===== src/rtl/mux_arb_pkg.sv =====
// Shared constants for the arbitrated multiplexer and its grant logic.
package mux_arb_pkg;

    localparam logic ARB_RR    = 1'b0;
    localparam logic ARB_FIXED = 1'b1;

endpackage


===== src/rtl/arb_rr_n.sv =====
// Combinational grant logic: forced select, fixed priority or round-robin
// from a pointer; produces a one-hot grant plus its encoded index.
module arb_rr_n
    import mux_arb_pkg::*;
#(
    parameter  int N_CH  = 4,
    localparam int SEL_W = $clog2(N_CH)
) (
    input  logic [N_CH-1:0]  req,
    input  logic [SEL_W-1:0] ptr,
    input  logic             mode,
    input  logic             force_en,
    input  logic [SEL_W-1:0] force_sel,
    output logic [N_CH-1:0]  grant,
    output logic [SEL_W-1:0] grant_idx,
    output logic             grant_any
);

    int best_dist;

    // Distance from the pointer to channel ch walking upward with wrap.
    function automatic int rr_dist(input int ch, input logic [SEL_W-1:0] p);
        int pv;
        pv = int'(p);
        return (ch >= pv) ? (ch - pv) : (ch + N_CH - pv);
    endfunction

    always_comb begin
        grant     = '0;
        grant_idx = '0;
        grant_any = 1'b0;
        best_dist = N_CH;
        if (force_en) begin
            for (int i = 0; i < N_CH; i++) begin
                if (SEL_W'(i) == force_sel && req[i]) begin
                    grant[i]  = 1'b1;
                    grant_idx = SEL_W'(i);
                    grant_any = 1'b1;
                end
            end
        end else if (mode == ARB_FIXED) begin
            // Descending scan so the lowest requesting index is written last.
            for (int i = N_CH - 1; i >= 0; i--) begin
                if (req[i]) begin
                    grant     = '0;
                    grant[i]  = 1'b1;
                    grant_idx = SEL_W'(i);
                    grant_any = 1'b1;
                end
            end
        end else begin
            for (int i = 0; i < N_CH; i++) begin
                if (req[i] && rr_dist(i, ptr) < best_dist) begin
                    best_dist = rr_dist(i, ptr);
                    grant     = '0;
                    grant[i]  = 1'b1;
                    grant_idx = SEL_W'(i);
                    grant_any = 1'b1;
                end
            end
        end
    end

endmodule


===== src/rtl/mux_arb_n.sv =====
// N-channel arbitrated multiplexer with valid/ready handshakes on both sides
// and a single registered output slot.
module mux_arb_n
    import mux_arb_pkg::*;
#(
    parameter  int WIDTH = 32,
    parameter  int N_CH  = 4,
    localparam int SEL_W = $clog2(N_CH)
) (
    input  logic                  Clk,
    input  logic                  Reset,
    input  logic [N_CH*WIDTH-1:0] In_Data,
    input  logic [N_CH-1:0]       In_Valid,
    output logic [N_CH-1:0]       In_Ready,
    input  logic                  Arb_Mode,
    input  logic                  Force_En,
    input  logic [SEL_W-1:0]      Force_Sel,
    output logic [WIDTH-1:0]      Out_Data,
    output logic [SEL_W-1:0]      Out_Sel,
    output logic                  Out_Valid,
    input  logic                  Out_Ready
);

    logic [SEL_W-1:0] ptr_q, ptr_d;
    logic [WIDTH-1:0] out_data_q, out_data_d;
    logic [SEL_W-1:0] out_sel_q, out_sel_d;
    logic             out_valid_q, out_valid_d;

    logic [N_CH-1:0]  grant;
    logic [SEL_W-1:0] grant_idx;
    logic             grant_any;
    logic             load_en;
    logic [WIDTH-1:0] sel_data;

    arb_rr_n #(
        .N_CH (N_CH)
    ) u_arb (
        .req       (In_Valid),
        .ptr       (ptr_q),
        .mode      (Arb_Mode),
        .force_en  (Force_En),
        .force_sel (Force_Sel),
        .grant     (grant),
        .grant_idx (grant_idx),
        .grant_any (grant_any)
    );

    // The slot can take a new word when empty or being drained this cycle.
    assign load_en  = !out_valid_q || Out_Ready;
    assign In_Ready = grant & {N_CH{load_en && !Reset}};

    always_comb begin
        sel_data = '0;
        for (int i = 0; i < N_CH; i++) begin
            if (grant[i]) begin
                sel_data = In_Data[i*WIDTH +: WIDTH];
            end
        end
    end

    always_comb begin
        out_data_d  = out_data_q;
        out_sel_d   = out_sel_q;
        out_valid_d = out_valid_q;
        ptr_d       = ptr_q;
        if (load_en) begin
            if (grant_any) begin
                out_data_d  = sel_data;
                out_sel_d   = grant_idx;
                out_valid_d = 1'b1;
                // Only round-robin transfers rotate the pointer.
                if (!Force_En && Arb_Mode == ARB_RR) begin
                    ptr_d = (grant_idx == SEL_W'(N_CH - 1)) ? '0 : grant_idx + SEL_W'(1);
                end
            end else begin
                out_valid_d = 1'b0;
            end
        end
    end

    always_ff @(posedge Clk or posedge Reset) begin
        if (Reset) begin
            ptr_q       <= '0;
            out_data_q  <= '0;
            out_sel_q   <= '0;
            out_valid_q <= 1'b0;
        end else begin
            ptr_q       <= ptr_d;
            out_data_q  <= out_data_d;
            out_sel_q   <= out_sel_d;
            out_valid_q <= out_valid_d;
        end
    end

    assign Out_Data  = out_data_q;
    assign Out_Sel   = out_sel_q;
    assign Out_Valid = out_valid_q;

endmodule


===== config.mk =====
export PLATFORM = sky130hd
export DESIGN_NAME = mux_arb_n
export DESIGN_NICKNAME = d
export VERILOG_FILES = /design/src/rtl/mux_arb_pkg.sv /design/src/rtl/arb_rr_n.sv /design/src/rtl/mux_arb_n.sv
export SDC_FILE = /design/constraint.sdc
export NUM_CORES = 1
export LEC_CHECK = 0
export BUFFER_PORTS_ARGS = -buffer_cell sky130_fd_sc_hd__clkbuf_2
export CORE_MARGIN = 1.5
export CORE_UTILIZATION = 30
export CTS_CLUSTER_SIZE = 8
export DETAILED_ROUTE_END_ITERATION = 6
export PLACE_DENSITY = 0.62
export SLEW_MARGIN = 10
export SYNTH_ARGS = -nofsm -noshare
export SYNTH_HDL_FRONTEND = slang
export SYNTH_HIERARCHICAL = 1
export SYNTH_SLANG_ARGS = --single-unit

===== constraint.sdc =====
create_clock -name Clk -period 8.9 [get_ports Clk]
set_clock_uncertainty 0.15 [all_clocks]
set_input_delay 0.89 -clock Clk [delete_from_list [all_inputs] [get_ports Clk]]
set_output_delay 0.89 -clock Clk [all_outputs]
set_load 0.02 [all_outputs]

==> results of run 1 <==
[cells in the mapped netlist, types with 2 or more instances]
master | n | area share [%]
a21oi_1 | 70 | 11
a221o_1 | 32 | 9.6
a31oi_1 | 22 | 4.1
a31oi_2 | 12 | 4.5
and2_1 | 4 | 0.75
and3_1 | 5 | 0.94
buf_2 | 14 | 2.1
buf_4 | 5 | 1.1
buf_6 | 5 | 1.7
clkbuf_1 | 16 | 1.8
dfrtp_1 | 37 | 28
ha_1 | 10 | 3.8
inv_1 | 42 | 4.7
mux2_1 | 2 | 0.68
mux2_2 | 3 | 1.0
mux2i_1 | 3 | 0.90
nand2_1 | 38 | 4.3
nand2b_1 | 3 | 0.56
nand3_1 | 3 | 0.45
nand3b_1 | 35 | 7.9
nor2_1 | 6 | 0.68
nor2b_1 | 5 | 0.94
nor3_1 | 2 | 0.30
nor3b_1 | 4 | 0.90
o21a_1 | 2 | 0.45
o21ai_0 | 9 | 1.4
o311ai_1 | 2 | 0.53
[flip-flops by register name (all words and copies together), names as in the netlist]
register and cells:
Out_Data 32, Out_Sel 2, Out_Valid 1, ptr_q 2
[layout make-up]
type / instances / area share [%]
multi-input combinational: 289 / 48.0
sequential: 37 / 21.4
timing repair buffer: 181 / 21.2
tap: 140 / 4.05
inverter: 42 / 3.65
clock buffer: 5 / 1.59
clock inverter: 1 / 0.116
[metrics by stage]
stage	utilization, %	hold WS (ns)	total power, mW
2_1_floorplan	-	0.435	0.840
3_3_place_gp	39.2	0.317	1.04
3_5_place_dp	39.2	0.336	1.06
4_1_cts	39.9	0.361	1.17
5_1_grt	39.9	0.383	1.26
6_report	39.9	0.362	1.16
[worst paths after layout]
kind                            start            to  slack (ns)
setup / recovery             ptr_q[1]   In_Ready[1]        2.45
hold / removal             Out_Sel[0]    Out_Sel[0]        0.36
setup reg to reg             ptr_q[1]    Out_Sel[0]        2.68
hold reg to reg            Out_Sel[0]    Out_Sel[0]        0.36
max in group asynchronous       Reset  Out_Data[22]        7.71
min in group asynchronous       Reset  Out_Data[11]        0.55
[worst max-delay path, stage by stage (launching register included)]
cell       delay [ns]
dfrtp_1          0.51
inv_1            0.11
ha_1             0.23
and2_2           0.21
inv_1            0.05
ha_1             0.17
o2bb2ai_2        0.11
a32oi_1          0.36
mux2i_1          0.17
ha_1             0.32
inv_1            0.05
a31o_4           0.21
a21oi_4          0.24
nand2_1          0.07
o21ai_0          0.09
ha_1             0.25
nor3b_1          0.08
a31oi_2          0.25
a31oi_2          0.15
nor2b_2          0.17
a22o_2           0.82
and3_1           0.29
clkbuf_2         0.17
[metal layers]
layer  track usage (%)  routed length, µm  vias up
li1                  -                  -     1800
met1              20.8               4590     1678
met2              30.5               4950      125
met3              3.86                780       11
met4              4.42                137        0
met5                 0                  0        -
[logic make-up (layout without fill, tap and decap cells)]
family                     Yosys count  in the layout  synth area share, %
and+or+nand+nor                    109            109                 18.8
DFF                                 37             37                 27.8
AOI/OAI and AO/OA                  162            162                 35.6
adders and majority gates           10             10                 3.76
buffers and inverters               82            229                 11.5
muxes                                8              8                 2.59
[power by group]
part,switching (mW),internal [mW]
Combinational,0.450,0.297
Clock,0.0560,0.0515
Sequential,0.0567,0.250
Total,0.563,0.598
==> results.toml, run 1 <==
[timing]
fin_crit_sh_pct = 72.5
relSlewSlack_pct = 31.5
tightest_slew_ns = 1.03
setup_ws_ns = 2.45
final.setup.tns_ns = 0
slew_viol_final = 0
timing.fmax_ghz = 0.155
finalHoldViolCount = 0
period_needed_ns = 6.45
finalSetupViolations = 0
rsz0062_at_grt = "no"

[floorplanning]
io_pins = 178
initial_utilization_pct = 30.7
die_h_um = 108
core_area_um2 = 10800
fp.dieW_um = 108
rows = 38
die_area_um2 = 11700

[hold_path]
holdCritPathClass = "reg -> reg"
hold_depth = 1

[global_routing]
grt_overflow = 0
grt_pass1_vias = 3476
grt_antenna_before_repair = 0
grt_usage_pct = 17.1
grt_max_degree = 66
grt_pass1_wl_mm = 16.2

[synth]
syn_avg_cell_area_um2 = 8.16
synth-seq-cells = 37
ys_warn_count = 6
ys.flop_type = "dfrtp_1"
synth_async_sr_flop_share_pct = 100
syn_area_um2 = 3330
synth_edf_count = 0
synthCells = 408
yosysUniqueCellTypes = 44
syn_nets = 557
seq_area_frac_synth_pct = 27.8

[place]
dp_hpwl_mm = 7.67
placed_cells = 689
io_buffers = 177
place_congestion = 0.856
pre_cts_ws_ns = 2.66
placed_cell_area_um2 = 4250

[power_and_ir_drop]
p_leak_nw = 2.06
power.density_nw_per_um2 = 269
ir_worst_vdd_uv = 138

[cts]
numCtsBuffers = 5
cts_hold_buf = 0
h-tree-depth = 2
cts_tree = "yes"
cts.sinks = 37
ctsResizeCount = 0
clockBufferDepth = 2
clock-root-buffer = "clkbuf_8"
clkTransAtPathRegs_ns = 0.07
cts_setup_buffers = 0
insertion_delay_ns = 0.28

[run]
maxCapViolations = 0

[route]
drtPass1Iterations = 4
drtAntennaViolNets = 0
wl_mm = 10.5
num_vias = 3614
wl_per_cell_um = 15.1
viasPerCell = 5.20
drt_iter0_drc = 207
drc = 0

[cells_and_area]
n_fill_cell = 1139
antenna_cells = 0
drive_gt1_share_pct = 39.6
final_area_um2 = 4320
final_cell_mix = "clkbuf_2, a21oi_1, inv_1, nand2_1, dfrtp_1"
areaGrowthSynthToFinish_pct = 29.8
layout_commonest_cell = "clkbuf_2"
register_area_um2 = 926
stdcell_count = 695
num-nets-final = 705
multi_input_area_um2 = 2080

[worst_setup_path]
path_max_fanout = 65
end_kind = "primary output"
critPathArrivalTime_ns = 5.41
cp-start-kind = "register"
cp.required_ns = 7.86
criticalPathCategory = "reg -> out"
ff2ff_path_depth = 21

[run_status]
status = "finished clean"
(Power assumes the default switching activity.)
==> run 2: changes to the inputs <==
--- a/config.mk
+++ b/config.mk
@@ -5,12 +5,13 @@
 export SDC_FILE = /design/constraint.sdc
 export NUM_CORES = 1
 export LEC_CHECK = 0
+export ABC_AREA = 1
 export BUFFER_PORTS_ARGS = -buffer_cell sky130_fd_sc_hd__clkbuf_2
 export CORE_MARGIN = 1.5
 export CORE_UTILIZATION = 30
 export CTS_CLUSTER_SIZE = 8
 export DETAILED_ROUTE_END_ITERATION = 6
-export PLACE_DENSITY = 0.62
+export PLACE_DENSITY = 0.64
 export SLEW_MARGIN = 10
 export SYNTH_ARGS = -nofsm -noshare
 export SYNTH_HDL_FRONTEND = slang
==> constraint.sdc (replaced) <==
create_clock -name Clk -period 5.3 [get_ports Clk]
set_clock_uncertainty 0.15 [all_clocks]
set_input_delay 0.53 -clock Clk [delete_from_list [all_inputs] [get_ports Clk]]
set_output_delay 0.53 -clock Clk [all_outputs]
set_load 0.02 [all_outputs]
==> results.toml, run 2 <==
[run_status]
status = "finished clean"

[route]
wl_per_cell_um = 12.4
viasPerCell = 4.52
drtPass1Iterations = 5
wl_mm = 10.8
num_vias = 3951
drc = 0
drtAntennaViolNets = 0
drt_iter0_drc = 256

[power_and_ir_drop]
ir_worst_vdd_uv = 191
pwr-share-seq_pct = 24.8
pwr-share-comb_pct = 56.2
total_power_mw = 1.99
power.density_nw_per_um2 = 435
p_int_mw = 1.06
clockPowerShare_pct = 19.0
p_sw_share_pct = 46.9
p_sw_uw = 933
p_leak_nw = 2.79

[cts]
numCtsBuffers = 5
h-tree-depth = 2
ctsResizeCount = 0
cts.sinks = 37
cts_hold_buf = 0
cts_setup_buffers = 0
clkTransAtPathRegs_ns = 0.06
cts_tree = "yes"
clock-root-buffer = "clkbuf_16"
clockBufferDepth = 2
insertion_delay_ns = 0.27

[synth]
syn_area_um2 = 3500
ys.flop_type = "dfrtp_1"
netlist_top_cells_area = "nand2_1, dfrtp_1, nor2_1, nand3_2, a21oi_1"
synth_most_common_cell = "nand2_1"
syn_avg_cell_area_um2 = 6.14
synth_edf_count = 0
synth_common_cells = "nand2_1, nor2_1, a21oi_1"
synth-seq-cells = 37
synth_top_area_share_pct = 29.1
synthCells = 569
yosys.area.top_type = "nand2_1"
seq_area_frac_synth_pct = 26.5
ys_warn_count = 6
yosysUniqueCellTypes = 28
synth_async_sr_flop_share_pct = 100
syn_nets = 718

[run]
maxCapViolations = 0

[worst_setup_path]
critPathArrivalTime_ns = 4.07
slowest_stage = "dfrtp_1"
cp-start-kind = "register"
cp.required_ns = 4.62
path_max_fanout = 11
end_kind = "primary output"
max_stage_delay_ns = 0.47
criticalPathCategory = "reg -> out"

[cells_and_area]
num-nets-final = 879
areaGrowthSynthToFinish_pct = 30.8
drive_gt1_share_pct = 33.9
final_cell_mix = "nand2_1, clkbuf_2, nor2_1, a21oi_1, dfrtp_1"
layout_commonest_cell = "nand2_1"
final_area_um2 = 4570
antenna_cells = 0
n_fill_cell = 1236
final_core_util_pct = 40.2
largest_register_ffs = 32

[hold_path]
holdCritPathClass = "in -> async"

[floorplanning]
die_area_um2 = 12300
fp.dieW_um = 111
initial_utilization_pct = 30.7
rows = 39
die_h_um = 111
io_pins = 178
core_area_um2 = 11400

[timing]
final.setup.tns_ns = 0
relSlewSlack_pct = 67.0
timing.fmax_ghz = 0.210
period_needed_ns = 4.75
slew_viol_final = 0
tightest_slew_ns = 0.495
fin_crit_sh_pct = 89.7
rsz0062_at_grt = "no"
finalHoldViolCount = 0
finalSetupViolations = 0

[global_routing]
grt_usage_pct = 17.1
grt_overflow = 0
grt_antenna_before_repair = 0
grt_max_degree = 40
grt_pass1_wl_mm = 17.3
grt_pass1_vias = 3571

[place]
io_buffers = 177
dp_hpwl_mm = 8.14
place_congestion = 0.922
placed_cell_area_um2 = 4380
==> run 2: changes by cell type in the layout (fill, tap and decap cells not counted), moves of 11 or more <==
cell      change
nand2_1     +232
nor2_1       +77
nand3b_1     -35
a221o_1      -32
a21oi_1      -29
nand3_2      +29
a31oi_1      -21
inv_1        -18
a31oi_2      -12
nand2_2      +11
==> run 2: routing by layer <==
| layer | GRT usage, % | share of wire, % | routed length (µm) | vias up |
|---|---|---|---|---|
| met5 | 0 | 0 | 0 | - |
| met4 | 4.36 | 1.3 | 141 | 0 |
| met3 | 1.97 | 5.9 | 642 | 12 |
| met2 | 30.0 | 48 | 5250 | 133 |
| met1 | 22.5 | 44 | 4800 | 1724 |
| li1 | - | - | - | 2082 |
==> run 2: path summary, 6_finish.rpt <==
kind | from | end | slack [ns] | cells after the start
min reg2reg | Out_Data[26] | Out_Data[26] | 0.32 | 2
max in group asynchronous | Reset | Out_Data[18] | 4.47 | 3
min | Reset | Out_Data[28] | 0.19 | 3
max reg2reg | ptr_q[1] | Out_Data[4] | 0.79 | 37
min in group Clk | Out_Data[26] | Out_Data[26] | 0.32 | 2
max | ptr_q[1] | In_Ready[0] | 0.55 | 33
==> run 2: power by group through the flow <==
stage	logic, mW	registers [mW]	clock network [mW]
detailed placement	1.13	0.498	0
global placement	1.12	0.494	0
floorplan	0.674	0.647	0
CTS	1.13	0.495	0.391
global route	1.25	0.511	0.398
finish	1.12	0.494	0.378
==> run 2: final cells by class <==
type	instances	area, µm²	area share [%]
clock buffer	5	125	2.74
clock inverter	3	65.1	1.42
tap	143	179	3.91
inverter	31	125	2.74
multi-input combinational	469	2200	48.1
sequential	37	926	20.2
timing repair buffer	186	953	20.8
==> run 2: cells by family after synthesis <==
| kind of cell | synth area share, % |
|---|---|
| and+or+nand+nor | 51.4 |
| buffers and inverters | 11.3 |
| adders and majority gates | 3.58 |
| DFF | 26.5 |
| AOI/OAI and AO/OA | 7.19 |
==> run 2: worst max-delay path: cells and delay by family (launching register included) <==
family	cells	cell delay, ns
AOI/OAI and AO/OA	2	0.23
DFF	1	0.47
and+or+nand+nor	22	1.69
buffers and inverters	5	0.47
adders and majority gates	4	0.90
==> run 2: per-stage QoR <==
| step | setup slack [ns] | cells | hold slack (ns) |
|---|---|---|---|
| after global routing | 0.0457 | 874 | 0.244 |
| after detailed placement | 0.805 | 866 | 0.314 |
| after global placement | 0.880 | 866 | 0.313 |
| after CTS | 0.536 | 874 | 0.208 |
| after floorplan | 1.05 | 569 | 0.390 |
| final | 0.548 | 874 | 0.186 |
